$ cat src/rtl/alu_pkg.sv
// Shared ALU datapath definitions: default widths, opcodes and loaded-flag indices.
// Used by alu_operand_loader and the downstream ALU.
package alu_pkg;

   localparam int BUS_WIDTH_DEF = 8;
   localparam int OP_WIDTH_DEF  = 6;

   localparam logic [5:0] ADD = 6'h20;
   localparam logic [5:0] SUB = 6'h22;
   localparam logic [5:0] AND = 6'h24;
   localparam logic [5:0] OR  = 6'h25;
   localparam logic [5:0] XOR = 6'h26;
   localparam logic [5:0] SRA = 6'h03;
   localparam logic [5:0] SRL = 6'h02;
   localparam logic [5:0] NOR = 6'h27;

   // Loaded-flag bit positions; the clear button sits after them in the press vector.
   localparam int LD_A    = 0;
   localparam int LD_B    = 1;
   localparam int LD_OP   = 2;
   localparam int BTN_CLR = 3;

   typedef enum logic [1:0] {
      SEL_A   = 2'd0,
      SEL_B   = 2'd1,
      SEL_OP  = 2'd2,
      SEL_CLR = 2'd3
   } btn_sel_e;

   function automatic logic all_loaded(input logic [2:0] flags);
      return &flags;
   endfunction

endpackage

$ cat src/rtl/alu_operand_loader_button_debouncer.sv
// Button conditioner: 2-FF synchroniser, optional debounce counter, rising-edge press pulse.
// Debounce counter exists only when LOADER_DEBOUNCE_EN is defined.
module button_debouncer #(
   parameter int DEBOUNCE_CYCLES = 1000000
) (
   input  logic clk,
   input  logic reset,
   input  logic btn_raw,
   output logic press
);

   logic meta_q;
   logic sync_q;
   logic deb;
   logic deb_prev_q;

   always_ff @(posedge clk or posedge reset) begin
      if (reset) begin
         meta_q     <= 1'b0;
         sync_q     <= 1'b0;
         deb_prev_q <= 1'b0;
      end else begin
         meta_q     <= btn_raw;
         sync_q     <= meta_q;
         deb_prev_q <= deb;
      end
   end

`ifdef LOADER_DEBOUNCE_EN
   localparam int CNT_W = $clog2(DEBOUNCE_CYCLES + 1);

   logic [CNT_W-1:0] cnt_q, cnt_d;
   logic             deb_q, deb_d;

   // Counter restarts on any agreeing clock, so only an uninterrupted run flips deb.
   always_comb begin
      cnt_d = cnt_q;
      deb_d = deb_q;
      if (sync_q != deb_q) begin
         if (cnt_q == CNT_W'(DEBOUNCE_CYCLES - 1)) begin
            deb_d = sync_q;
            cnt_d = '0;
         end else begin
            cnt_d = cnt_q + CNT_W'(1);
         end
      end else begin
         cnt_d = '0;
      end
   end

   always_ff @(posedge clk or posedge reset) begin
      if (reset) begin
         cnt_q <= '0;
         deb_q <= 1'b0;
      end else begin
         cnt_q <= cnt_d;
         deb_q <= deb_d;
      end
   end

   assign deb = deb_q;
`else
   logic unused_cfg;
   assign unused_cfg = (DEBOUNCE_CYCLES > 0);
   assign deb        = sync_q;
`endif

   assign press = deb & ~deb_prev_q;

endmodule

$ cat src/rtl/alu_operand_loader.sv
// Operand/opcode capture stage for the ALU: switch value is latched into A, B or Op on a button press.
// Button debouncing is enabled by defining LOADER_DEBOUNCE_EN.
module alu_operand_loader
   import alu_pkg::*;
#(
   parameter int BUS_WIDTH       = BUS_WIDTH_DEF,
   parameter int OP_WIDTH        = OP_WIDTH_DEF,
   parameter int DEBOUNCE_CYCLES = 1000000
) (
   input  logic                 clk,
   input  logic                 reset,
   input  logic [BUS_WIDTH-1:0] switches,
   input  logic                 btn_a,
   input  logic                 btn_b,
   input  logic                 btn_op,
   input  logic                 btn_clr,
   output logic [BUS_WIDTH-1:0] A,
   output logic [BUS_WIDTH-1:0] B,
   output logic [OP_WIDTH-1:0]  Op,
   output logic [2:0]           loaded,
   output logic                 valid,
   output logic                 update
);

   logic [BUS_WIDTH-1:0] sw_meta_q, sw_sync_q;
   logic [3:0]           btn_raw;
   logic [3:0]           press;

   logic [BUS_WIDTH-1:0] a_q, a_d;
   logic [BUS_WIDTH-1:0] b_q, b_d;
   logic [OP_WIDTH-1:0]  op_q, op_d;
   logic [2:0]           loaded_q, loaded_d;
   logic                 update_q, update_d;

   always_ff @(posedge clk or posedge reset) begin
      if (reset) begin
         sw_meta_q <= '0;
         sw_sync_q <= '0;
      end else begin
         sw_meta_q <= switches;
         sw_sync_q <= sw_meta_q;
      end
   end

   assign btn_raw = {btn_clr, btn_op, btn_b, btn_a};

   for (genvar i = 0; i < 4; i++) begin : g_btn
      button_debouncer #(
         .DEBOUNCE_CYCLES(DEBOUNCE_CYCLES)
      ) u_deb (
         .clk     (clk),
         .reset   (reset),
         .btn_raw (btn_raw[i]),
         .press   (press[i])
      );
   end

   // Clear is applied first so a coincident load still leaves its own flag set.
   always_comb begin
      a_d      = a_q;
      b_d      = b_q;
      op_d     = op_q;
      loaded_d = press[BTN_CLR] ? 3'b000 : loaded_q;
      if (press[LD_A]) begin
         a_d            = sw_sync_q;
         loaded_d[LD_A] = 1'b1;
      end
      if (press[LD_B]) begin
         b_d            = sw_sync_q;
         loaded_d[LD_B] = 1'b1;
      end
      if (press[LD_OP]) begin
         op_d            = sw_sync_q[OP_WIDTH-1:0];
         loaded_d[LD_OP] = 1'b1;
      end
      update_d = |press[LD_OP:LD_A];
   end

   always_ff @(posedge clk or posedge reset) begin
      if (reset) begin
         a_q      <= '0;
         b_q      <= '0;
         op_q     <= '0;
         loaded_q <= '0;
         update_q <= 1'b0;
      end else begin
         a_q      <= a_d;
         b_q      <= b_d;
         op_q     <= op_d;
         loaded_q <= loaded_d;
         update_q <= update_d;
      end
   end

   assign A      = a_q;
   assign B      = b_q;
   assign Op     = op_q;
   assign loaded = loaded_q;
   assign valid  = all_loaded(loaded_q);
   assign update = update_q;

endmodule

$ cat config.mk
export PLATFORM = sky130hd
export DESIGN_NAME = alu_operand_loader
export DESIGN_NICKNAME = d
export VERILOG_FILES = /design/src/rtl/alu_pkg.sv /design/src/rtl/alu_operand_loader_button_debouncer.sv /design/src/rtl/alu_operand_loader.sv
export SDC_FILE = /design/constraint.sdc
export NUM_CORES = 1
export LEC_CHECK = 0
export ABC_AREA = 1
export ABC_CLOCK_PERIOD_IN_PS = 5100
export CORE_UTILIZATION = 50
export DETAILED_ROUTE_END_ITERATION = 6
export DONT_BUFFER_PORTS = 1
export SLEW_MARGIN = 20
export SYNTH_ARGS = -nofsm -noshare
export SYNTH_HDL_FRONTEND = slang
export SYNTH_SLANG_ARGS = --single-unit
$ cat constraint.sdc
create_clock -name clk -period 5.1 [get_ports clk]
set_input_delay 1.02 -clock clk [delete_from_list [all_inputs] [get_ports clk]]
set_output_delay 1.02 -clock clk [all_outputs]
set_load 0.01 [all_outputs]
==> results of run 1 <==
==> power by group through the flow <==
stage | Sequential [mW] | Clock (mW) | Combinational (mW)
global placement | 0.510 | 0 | 0.0400
floorplan | 0.502 | 0 | 0.0370
global route | 0.509 | 0.249 | 0.0491
CTS | 0.503 | 0.232 | 0.0415
finish | 0.502 | 0.223 | 0.0401
detailed placement | 0.512 | 0 | 0.0414
==> how the worst min path moves through the flow <==
stage,start,end,slack (ns),cells past startpoint
floorplan,g_btn[0].u_deb.meta_q$_DFF_PP0_,g_btn[0].u_deb.deb$_DFF_PP0_,0.33,0
global placement,sw_meta_q[0]$_DFF_PP0_,sw_sync_q[0]$_DFF_PP0_,0.33,0
detailed placement,sw_meta_q[5]$_DFF_PP0_,sw_sync_q[5]$_DFF_PP0_,0.33,0
CTS,sw_meta_q[2]$_DFF_PP0_,sw_sync_q[2]$_DFF_PP0_,0.36,0
global route,sw_meta_q[2]$_DFF_PP0_,sw_sync_q[2]$_DFF_PP0_,0.35,0
finish,sw_meta_q[2]$_DFF_PP0_,sw_sync_q[2]$_DFF_PP0_,0.35,0
==> state kept, by name, summed over array words and instances (netlist names) <==
name	count
A	8
B	8
Op	6
g_btn.u_deb.deb	4
g_btn.u_deb.deb_prev_q	4
g_btn.u_deb.meta_q	4
loaded	3
sw_meta_q	8
sw_sync_q	8
update	1
==> area by class of cell <==
type / count / area share
multi-input combinational: 78 / 0.187
clock inverter: 2 / 0.0209
clock buffer: 5 / 0.0203
tap: 46 / 0.0311
inverter: 5 / 0.0108
sequential: 54 / 0.730
==> stage by stage <==
| step | hold WS, ns | total power, mW | utilization | area (sq um) |
|---|---|---|---|---|
| floorplan | 0.331 | 0.539 | - | 1730 |
| global placement | 0.333 | 0.550 | 0.532 | 1770 |
| detailed placement | 0.335 | 0.553 | 0.532 | 1770 |
| CTS | 0.359 | 0.777 | 0.555 | 1850 |
| global route | 0.352 | 0.806 | 0.555 | 1850 |
| finish | 0.353 | 0.766 | 0.555 | 1850 |
==> synth_stat cells, drive strengths merged <==
cell type | number | area share
dfrtp | 54 | 0.78
nand3 | 23 | 0.066
inv | 5 | 0.011
nand2 | 54 | 0.13
and3 | 1 | 0.0036
buf | 2 | 0.0087
==> worst register-to-register path: stages (launching register included) <==
cell                      delay (ns)
sky130_fd_sc_hd__dfrtp_1        0.57
sky130_fd_sc_hd__nand2_4        0.15
sky130_fd_sc_hd__nand2_1        0.09
sky130_fd_sc_hd__nand2_1        0.05
==> per-layer routing <==
layer | wire length (um) | GRT usage | share of wire
met1 | 1140 | 0.202 | 0.45
met2 | 1120 | 0.223 | 0.44
met3 | 245 | 0.0789 | 0.097
met4 | 20 | 0.0682 | 0.0079
met5 | 0 | 0 | 0
==> cells by family after synthesis <==
| group | count (synthesis) | synth area share |
|---|---|---|
| simple gates | 78 | 0.200 |
| buf+inv | 7 | 0.0195 |
| flops | 54 | 0.780 |
==> metrics.log, run 1 <==
[metrics] run status: finished, final reports clean
[metrics] post-route antenna net violation count: 0
[metrics] routed vias/inst: 4.83
[metrics] number of cells in the finished layout apart from fillers: 190
[metrics] clock transition at the register clock pins on the worst setup and hold paths after CTS: 0.14 ns
[metrics] sequential area share after synthesis: 0.780
[metrics] setup repair after global routing missed its margin: false
[metrics] CTS max path bufs: 2
[metrics] Cell Pwr Density: 413 nW/um^2
[metrics] f_max: 485 MHz
[metrics] switch share: 0.244
[metrics] required time worst endpoint: 4.08 ns
[metrics] post-cts sizing count: 0
[metrics] CTS Root Cell: sky130_fd_sc_hd__clkbuf_4
[metrics] final setup violation count: 0
[metrics] Die Area: 3700 sq um
[metrics] Clock Skews: 0.0218 ns
[metrics] synth warn: 0
[metrics] horizontal die dimension: 60.9 um
[metrics] average cell area after synthesis: 12.5 sq um
[metrics] final weighted congestion of routability-driven global placement: 0.777
[metrics] fraction of layout instances using a drive strength above 1: 0.0903
[metrics] total negative setup slack: 0 ns
[metrics] cell at the slowest stage of the critical path: sky130_fd_sc_hd__dfrtp_1
[metrics] count of cell types in the netlist: 8
[metrics] source of the critical timing path: loaded[2]$_DFFE_PP0P_
[metrics] H-tree depth reported by CTS: 2
[metrics] number of I/O port buffers: 0
[metrics] Yosys reg bits: 54
[metrics] CP cell instances: and3_1
[metrics] post-synthesis instance area: 1730 sq um
[metrics] final routed wirelength across all metal layers: 2520 um
[metrics] die span in y: 60.9 um
[metrics] count of inserted antenna diode cells: 0
[metrics] total number of vias: 918
[metrics] destination of the worst register-to-register timing path: B[3]$_DFFE_PP0P_
[metrics] Core Area: 3340 sq um
[metrics] Worst VDD drop: 0.218 mV
[metrics] endpoint of the most critical setup path: valid
[metrics] Final min period: 2.06 ns
[metrics] Sw Pwr: 0.187 mW
[metrics] worst endpoint data arrival time: 1.04 ns
[metrics] Top-Level Pins: 41
[metrics] antenna violations before repair: 0
[metrics] depth of the worst register-to-register path: 3
[metrics] clock network latency to the later pin of the worst-skew pair: 0.36 ns
[metrics] setup ws final: 3.04 ns
[metrics] cell type group with the largest total delay on the critical path: flip-flops
[metrics] worst min path class: reg -> reg
[metrics] endpoint type of the worst setup path: output port
[metrics] Layout area overhead: 6.94%
[metrics] hold-fix buffer count after cts: 0
[metrics] biggest fanout along the worst timing path: 3
[metrics] number of global-route vias before repair: 853
[metrics] MaxCap Viol Count: 0
[metrics] sequential cell area in the final layout: 1350 sq um
[metrics] TritonCTS clock tree: yes
[metrics] final-stage net count: 158
[metrics] most common library cell in the layout ignoring fill and taps: sky130_fd_sc_hd__dfrtp_1
[metrics] setup slack of the worst register-to-register path: 4.14 ns
[metrics] global route overflow: 0
[metrics] relative contribution of sequential cells to total power: 0.656
[metrics] pin count of the biggest net entering global routing: 55
[metrics] first-pass GRT wire length: 4000 um
[metrics] Crit path depth: 1
[metrics] fill count: 311
[metrics] final cycle utilization of the critical path: 0.404
[metrics] combined area of the multi-input logic cells: 347 sq um
[metrics] violation count after the first detailed-route iteration: 32
[metrics] clock sink count: 54
[metrics] share of total power in the clock network: 0.291
[metrics] Syn Nets: 153
[metrics] type of the worst setup path: reg -> out
[metrics] initial standard-cell utilization of the core: 0.519
[metrics] final hold vios: 0
[metrics] Pre-antenna DRT Iters: 4
[metrics] Cells after DPL: 183
[metrics] count of mapped cells out of synthesis: 139
[metrics] worst reg2reg startpoint: g_btn[1].u_deb.deb$_DFF_PP0_
[metrics] buffer and inverter count on the worst path: 0
[metrics] Post-CTS Setup Inserts: 0
[metrics] remaining design rule violation count: 0
[metrics] Rows: 21
[metrics] combinational fraction of design power: 0.052
[metrics] Slowest Stage Delay on Critical Path: 0.45 ns
[metrics] Worst Setup Start Kind: register
[metrics] number of clock buffers inserted by TritonCTS: 5
[metrics] most used cells in the layout excluding fill and tap cells: sky130_fd_sc_hd__dfrtp_1, sky130_fd_sc_hd__nand2_1, sky130_fd_sc_hd__nand3_1, sky130_fd_sc_hd__clkbuf_4, sky130_fd_sc_hd__nand2_4
[metrics] slew at the pin with the worst max-slew slack: 0.872 ns
[metrics] Placement Setup Slack: 3.20 ns
[metrics] Relative slew margins: 0.418
[metrics] WL per Instance: 13.3 um
[metrics] Power Internal: 0.579 mW
[metrics] P_leak: 0.947 nW
[metrics] count of pins over their slew limit: 0
[metrics] GRT Overall Usage: 0.157
Power figures use the tool's default switching activity.
==> inputs of run 2 (changes only) <==
--- a/config.mk
+++ b/config.mk
@@ -6,10 +6,11 @@
 export NUM_CORES = 1
 export LEC_CHECK = 0
 export ABC_AREA = 1
-export ABC_CLOCK_PERIOD_IN_PS = 5100
+export ABC_CLOCK_PERIOD_IN_PS = 1860
 export CORE_UTILIZATION = 50
 export DETAILED_ROUTE_END_ITERATION = 6
 export DONT_BUFFER_PORTS = 1
+export PLACE_DENSITY = 0.68
 export SLEW_MARGIN = 20
 export SYNTH_ARGS = -nofsm -noshare
 export SYNTH_HDL_FRONTEND = slang
==> constraint.sdc (replaced) <==
create_clock -name clk -period 1.86 [get_ports clk]
set_input_delay 0.372 -clock clk [delete_from_list [all_inputs] [get_ports clk]]
set_output_delay 0.372 -clock clk [all_outputs]
set_load 0.01 [all_outputs]
==> run 2 against run 1 <==
Compared with the run above:
- sequential power increased to 2.7 times the previous value
- critical path depth unchanged
- clock-buffer cell count up 2
- die area unchanged
- global-route usage grew 1.0 points
- setup slack worse by 2.6 ns
- register-to-register slack lost 3.2 ns
- design area up 4.9%
- sequential cell count unchanged
- clock skew decreased by 0.010 ns
- first-iteration DRC count decreased by 19%
==> metrics.log, run 2 (synthesis gave the netlist of run 1 again) <==
[metrics] Final min period: 1.40 ns
[metrics] Relative slew margins: 0.749 (+0.331)
[metrics] biggest fanout along the worst timing path: 3 (unchanged)
[metrics] CP cell instances: and3_1
[metrics] Final HPWL DP: 1980 um
[metrics] slew at the pin with the worst max-slew slack: 0.375 ns (-0.496 ns)
[metrics] Cell Pwr Density: 1040 nW/um^2 (+150%)
[metrics] routed vias/inst: 4.91 (+1.6%)
[metrics] Clock Skews: 0.0118 ns (-0.0100 ns)
[metrics] Layout area overhead: 12.1%
[metrics] run status: finished, final reports clean
[metrics] fill count: 282 (-9.3%)
[metrics] pin count of the biggest net entering global routing: 25 (-55%)
[metrics] most common library cell in the layout ignoring fill and taps: sky130_fd_sc_hd__dfrtp_1
[metrics] worst min path class: in -> reg
[metrics] count of pins over their slew limit: 0 (unchanged)
[metrics] die span in y: 60.9 um (unchanged)
[metrics] horizontal die dimension: 60.9 um (unchanged)
[metrics] CTS max path bufs: 2 (unchanged)
[metrics] buffer and inverter count on the worst path: 0 (unchanged)
[metrics] type of the worst setup path: reg -> out
[metrics] Worst VDD drop: 0.570 mV (+160%)
[metrics] Top-Level Pins: 41 (unchanged)
[metrics] setup repair after global routing missed its margin: false
[metrics] total number of vias: 987 (+7.5%)
[metrics] MaxCap Viol Count: 0 (unchanged)
[metrics] Rows: 21 (unchanged)
[metrics] number of global-route vias before repair: 932 (+9.3%)
[metrics] P_leak: 0.989 nW (+4.4%)
[metrics] final-stage net count: 168 (+6.3%)
[metrics] clock network latency to the later pin of the worst-skew pair: 0.36 ns (about the same)
[metrics] Core Area: 3340 sq um (unchanged)
[metrics] GRT Overall Usage: 0.167 (+0.0103)
[metrics] endpoint type of the worst setup path: output port
[metrics] final hold vios: 0 (unchanged)
[metrics] Pre-antenna DRT Iters: 4 (unchanged)
[metrics] count of inserted antenna diode cells: 0 (unchanged)
[metrics] number of clock buffers inserted by TritonCTS: 5 (unchanged)
[metrics] first-pass GRT wire length: 4190 um (+4.6%)
[metrics] antenna violations before repair: 0 (unchanged)
[metrics] Cells after DPL: 185 (+1.1%)
[metrics] number of I/O port buffers: 0 (unchanged)
[metrics] TritonCTS clock tree: yes
[metrics] cell type group with the largest total delay on the critical path: flip-flops
[metrics] worst endpoint data arrival time: 1.03 ns (about the same)
[metrics] final routed wirelength across all metal layers: 2760 um (+9.2%)
[metrics] total negative setup slack: 0 ns (unchanged)
[metrics] final cycle utilization of the critical path: 0.755
[metrics] most used cells in the layout excluding fill and tap cells: sky130_fd_sc_hd__dfrtp_1, sky130_fd_sc_hd__nand2_1, sky130_fd_sc_hd__nand3_1, sky130_fd_sc_hd__dlygate4sd3_1, sky130_fd_sc_hd__clkbuf_4
[metrics] WL per Instance: 13.7 um (+3.3%)
[metrics] clock transition at the register clock pins on the worst setup and hold paths after CTS: 0.13 ns (about the same)
[metrics] cell at the slowest stage of the critical path: sky130_fd_sc_hd__dfrtp_1
[metrics] final setup violation count: 0 (unchanged)
[metrics] clock sink count: 54 (unchanged)
[metrics] H-tree depth reported by CTS: 2 (unchanged)
[metrics] Slowest Stage Delay on Critical Path: 0.44 ns (about the same)
[metrics] CTS Root Cell: sky130_fd_sc_hd__clkbuf_4
[metrics] fraction of layout instances using a drive strength above 1: 0.0968 (+0.00650)
[metrics] final weighted congestion of routability-driven global placement: 0.746 (-4.0%)
[metrics] violation count after the first detailed-route iteration: 26 (-19%)
[metrics] Worst Setup Start Kind: register
[metrics] Post-CTS Setup Inserts: 0 (unchanged)
[metrics] post-route antenna net violation count: 0 (unchanged)
[metrics] required time worst endpoint: 1.49 ns (-2.59 ns)
[metrics] initial standard-cell utilization of the core: 0.519 (unchanged)
[metrics] Die Area: 3700 sq um (unchanged)
[metrics] f_max: 712 MHz
[metrics] remaining design rule violation count: 0 (unchanged)
[metrics] number of cells in the finished layout apart from fillers: 201 (+5.8%)
[metrics] global route overflow: 0 (unchanged)
==> run 2: cell types whose count changed in the layout (fill, tap and decap cells not counted) <==
cell and delta:
sky130_fd_sc_hd__clkbuf_1 +1, sky130_fd_sc_hd__bufinv_16 -1, sky130_fd_sc_hd__clkinv_4 -1, sky130_fd_sc_hd__dlygate4sd3_1 +8
sky130_fd_sc_hd__inv_2 +1, sky130_fd_sc_hd__buf_4 +1, sky130_fd_sc_hd__clkbuf_8 +1, sky130_fd_sc_hd__buf_12 +1
==> run 2: power by group <==
group          total (mW)  internal [mW]  switching (mW)
registers            1.38           1.27           0.108
clock network       0.502          0.184           0.318
logic               0.132         0.0521          0.0796
total                2.01           1.51           0.506
==> run 2: cell type report <==
cell class / instances / area (sq um) / share of cell area
clock buffers: 7 / 55.1 / 0.0284
multi-input cells: 78 / 347 / 0.178
flip-flops and latches: 54 / 1350 / 0.696
inverters: 5 / 18.8 / 0.00966
well taps: 46 / 57.6 / 0.0296
clock inverters: 1 / 5.00 / 0.00258
repair buffers: 10 / 108 / 0.0554
==> run 2: what timing repair did <==
| item | CTS | global route |
|---|---|---|
| hold buffers | 1 | 7 |
| endpoints found under the hold margin | 16 | 7 |
| resized for setup | 0 | 0 |
==> run 2: metal layers <==
metal  up-vias  track usage  share of wire
met5         -            0              0
met4         0        0.107          0.025
met3         7       0.0640          0.082
met2        32        0.253           0.48
met1       477        0.200           0.42
li1        471            -              -
==> run 2: stage by stage <==
step           hold slack [ns]  power (mW)  cell area [sq um]  setup slack, ns   util
6_report                0.0325        2.01               1940            0.455  0.582
5_1_grt                0.00581        2.12               1940            0.361  0.582
4_1_cts                0.00697        2.03               1870            0.438  0.561
3_5_place_dp             0.252        1.53               1800            0.860  0.540
3_3_place_gp             0.248        1.52               1800            0.856  0.540
2_1_floorplan            0.331        1.48               1730            0.173      -
==> run 2: worst paths after layout <==
path	startpoint	depth (start not counted)	slack (ns)	to
setup / recovery	loaded[2]$_DFFE_PP0P_	1	0.46	valid
hold / removal	switches[4]	0	0.03	sw_meta_q[4]$_DFF_PP0_
hold reg to reg	sw_meta_q[6]$_DFF_PP0_	0	0.36	sw_sync_q[6]$_DFF_PP0_
min in group asynchronous	reset	2	0.45	B[5]$_DFFE_PP0P_
setup reg to reg	g_btn[1].u_deb.deb$_DFF_PP0_	3	0.90	B[2]$_DFFE_PP0P_
max in group asynchronous	reset	3	0.90	sw_sync_q[6]$_DFF_PP0_
==> inputs of run 3 (changes only) <==
--- a/config.mk
+++ b/config.mk
@@ -6,7 +6,7 @@
 export NUM_CORES = 1
 export LEC_CHECK = 0
 export ABC_AREA = 1
-export ABC_CLOCK_PERIOD_IN_PS = 1860
+export ABC_CLOCK_PERIOD_IN_PS = 1100
 export CORE_UTILIZATION = 50
 export DETAILED_ROUTE_END_ITERATION = 6
 export DONT_BUFFER_PORTS = 1
==> constraint.sdc (replaced) <==
create_clock -name clk -period 1.1 [get_ports clk]
set_input_delay 0.22 -clock clk [delete_from_list [all_inputs] [get_ports clk]]
set_output_delay 0.22 -clock clk [all_outputs]
set_load 0.01 [all_outputs]
==> run 3 against run 2 <==
Compared with the run above:
- the run now ends with negative setup slack left
- clock power increased by 66%
- routed wire length is 3.7% higher
- final cell count rose by 1.0%
- largest power group unchanged
- clock-buffer cell count fell by 1
- critical endpoint unchanged
- setup slack worse by 0.60 ns
==> metrics.log, run 3 (synthesis gave the netlist of run 1 again) <==
[metrics] Cell Pwr Density: 1720 nW/um^2 (+66%)
[metrics] most common library cell in the layout ignoring fill and taps: sky130_fd_sc_hd__dfrtp_1
[metrics] cell at the slowest stage of the critical path: sky130_fd_sc_hd__dfrtp_2
[metrics] Clock Skews: 0.0111 ns (-0.000662 ns)
[metrics] biggest fanout along the worst timing path: 3 (unchanged)
[metrics] total number of vias: 987 (unchanged)
[metrics] Layout area overhead: 14.7%
[metrics] combinational fraction of design power: 0.069 (+0.004)
[metrics] worst endpoint data arrival time: 1.03 ns (about the same)
[metrics] final weighted congestion of routability-driven global placement: 0.766 (+2.7%)
[metrics] clock transition at the register clock pins on the worst setup and hold paths after CTS: 0.14 ns (about the same)
[metrics] count of pins over their slew limit: 0 (unchanged)
[metrics] Worst VDD drop: 0.924 mV (+62%)
[metrics] P_leak: 0.994 nW (+0.49%)
[metrics] global route overflow: 0 (unchanged)
[metrics] die span in y: 60.9 um (unchanged)
[metrics] cell type group with the largest total delay on the critical path: flip-flops
[metrics] fill count: 285 (+1.1%)
[metrics] Pre-antenna DRT Iters: 4 (unchanged)
[metrics] destination of the worst register-to-register timing path: B[1]$_DFFE_PP0P_
[metrics] H-tree depth reported by CTS: 2 (unchanged)
[metrics] switch share: 0.254 (+0.00296)
[metrics] antenna violations before repair: 0 (unchanged)
[metrics] run status: finished, violations left
[metrics] final routed wirelength across all metal layers: 2860 um (+3.7%)
[metrics] fraction of layout instances using a drive strength above 1: 0.0955 (-0.00123)
[metrics] final-stage net count: 172 (+2.4%)
[metrics] number of clock buffers inserted by TritonCTS: 5 (unchanged)
[metrics] Placement Setup Slack: 0.176 ns (-0.684 ns)
[metrics] TritonCTS clock tree: yes
[metrics] buffer and inverter count on the worst path: 0 (unchanged)
[metrics] most used cells in the layout excluding fill and tap cells: sky130_fd_sc_hd__dfrtp_1, sky130_fd_sc_hd__nand2_1, sky130_fd_sc_hd__nand3_1, sky130_fd_sc_hd__dlygate4sd3_1, sky130_fd_sc_hd__clkbuf_4
[metrics] MaxCap Viol Count: 0 (unchanged)
[metrics] source of the critical timing path: loaded[2]$_DFFE_PP0P_
[metrics] number of I/O port buffers: 0 (unchanged)
[metrics] Crit path depth: 1 (unchanged)
[metrics] Top-Level Pins: 41 (unchanged)
[metrics] count of inserted antenna diode cells: 0 (unchanged)
[metrics] share of total power in the clock network: 0.245 (-0.004)
[metrics] first-pass GRT wire length: 4330 um (+3.5%)
[metrics] depth of the worst register-to-register path: 3 (unchanged)
[metrics] f_max: 802 MHz
[metrics] clock network latency to the later pin of the worst-skew pair: 0.36 ns (about the same)
[metrics] sum of internal, switching and leakage power: 3.41 mW (+69%)
[metrics] Worst Setup Start Kind: register
[metrics] remaining design rule violation count: 0 (unchanged)
[metrics] horizontal die dimension: 60.9 um (unchanged)
[metrics] clock sink count: 54 (unchanged)
[metrics] violated checks: negative setup slack
[metrics] relative contribution of sequential cells to total power: 0.686 (about the same)
[metrics] worst reg2reg startpoint: g_btn[1].u_deb.deb$_DFF_PP0_
[metrics] required time worst endpoint: 0.88 ns (-0.61 ns)
[metrics] CTS Root Cell: sky130_fd_sc_hd__clkbuf_4
[metrics] Rows: 21 (unchanged)
[metrics] setup ws final: -0.147 ns (-0.602 ns)
[metrics] Slowest Stage Delay on Critical Path: 0.47 ns (+0.03 ns)
[metrics] routed vias/inst: 4.86 (-0.99%)
[metrics] Power Internal: 2.54 mW (+69%)
[metrics] type of the worst setup path: reg -> out
[metrics] WL per Instance: 14.1 um (+2.7%)
[metrics] Relative slew margins: 0.784 (+0.0348)
[metrics] violation count after the first detailed-route iteration: 47 (+81%)
[metrics] Core Area: 3340 sq um (unchanged)
[metrics] worst min path class: reg -> reg
[metrics] initial standard-cell utilization of the core: 0.519 (unchanged)
[metrics] number of global-route vias before repair: 908 (-2.6%)
[metrics] slew at the pin with the worst max-slew slack: 0.324 ns (-0.0516 ns)
[metrics] endpoint type of the worst setup path: output port
[metrics] Final min period: 1.25 ns
[metrics] endpoint of the most critical setup path: valid
[metrics] Sw Pwr: 0.866 mW (+71%)
[metrics] final cycle utilization of the critical path: 1.13
[metrics] setup slack of the worst register-to-register path: 0.17 ns (-0.73 ns)
[metrics] pin count of the biggest net entering global routing: 55 (+120%)
[metrics] CP cell instances: and3_4
[metrics] GRT Overall Usage: 0.175 (+0.00852)
[metrics] final setup violation count: 1 (+1)
[metrics] post-route antenna net violation count: 0 (unchanged)
[metrics] CTS max path bufs: 2 (unchanged)
[metrics] final hold vios: 0 (unchanged)
[metrics] Die Area: 3700 sq um (unchanged)
[metrics] setup repair after global routing missed its margin: true
[run 3: changes by cell type in the layout (fill, tap and decap cells not counted), sizes merged]
cell / delta
dlygate4sd3: +5
buf: -1
clkbuf: -1
clkinv: -1
clkinvlp: +1
inv: -1
[run 3: worst min path at each step]
stage	depth (start not counted)	to	from	slack (ns)
2_1_floorplan	0	g_btn[0].u_deb.meta_q$_DFF_PP0_	btn_a	0.25
3_3_place_gp	2	sw_meta_q[4]$_DFF_PP0_	reset	0.18
3_5_place_dp	2	sw_meta_q[4]$_DFF_PP0_	reset	0.19
4_1_cts	0	g_btn[1].u_deb.deb$_DFF_PP0_	g_btn[1].u_deb.meta_q$_DFF_PP0_	0.37
5_1_grt	0	g_btn[1].u_deb.deb$_DFF_PP0_	g_btn[1].u_deb.meta_q$_DFF_PP0_	0.37
6_report	0	g_btn[0].u_deb.deb$_DFF_PP0_	g_btn[0].u_deb.meta_q$_DFF_PP0_	0.36
[run 3: per-layer routing]
| layer | wire, um | GRT usage | vias to the layer above |
|---|---|---|---|
| li1 | - | - | 475 |
| met1 | 1210 | 0.221 | 476 |
| met2 | 1360 | 0.264 | 31 |
| met3 | 230 | 0.0768 | 5 |
| met4 | 49 | 0.0779 | 0 |
| met5 | 0 | 0 | - |
[run 3: final cells by class]
class | count | area [sq um] | area share
timing repair buffer | 14 | 150 | 0.0756
sequential | 54 | 1350 | 0.681
multi-input combinational | 78 | 352 | 0.177
tap | 46 | 57.6 | 0.0290
inverter | 5 | 22.5 | 0.0113
clock buffer | 6 | 51.3 | 0.0258
[run 3: power groups by stage]
stage | sequential (mW) | combinational, mW | clock, mW
global route | 2.37 | 0.277 | 0.940
detailed placement | 2.38 | 0.201 | 0
global placement | 2.37 | 0.193 | 0
CTS | 2.34 | 0.241 | 0.852
finish | 2.34 | 0.236 | 0.835
floorplan | 2.33 | 0.172 | 0
[run 3: metrics by stage]
| stage | hold WS (ns) | TNS, ns | area, sq um | utilization | cells |
|---|---|---|---|---|---|
| CTS | 0.366 | -0.159 | 1980 | 0.595 | 203 |
| floorplan | 0.251 | 0 | 1740 | - | 139 |
| global route | 0.374 | -0.209 | 1990 | 0.595 | 203 |
| finish | 0.359 | -0.147 | 1990 | 0.595 | 203 |
| detailed placement | 0.186 | 0 | 1800 | 0.539 | 184 |
| global placement | 0.178 | 0 | 1800 | 0.539 | 184 |
[run 3: what timing repair did]
item	4_1_cts	5_1_grt
endpoints found under the setup margin	1	1
gates cloned	0	0
resized for setup	1	1
hold buffers	13	0
hold endpoints to repair	66	0
pin swaps	1	1
buffers inserted	0	0
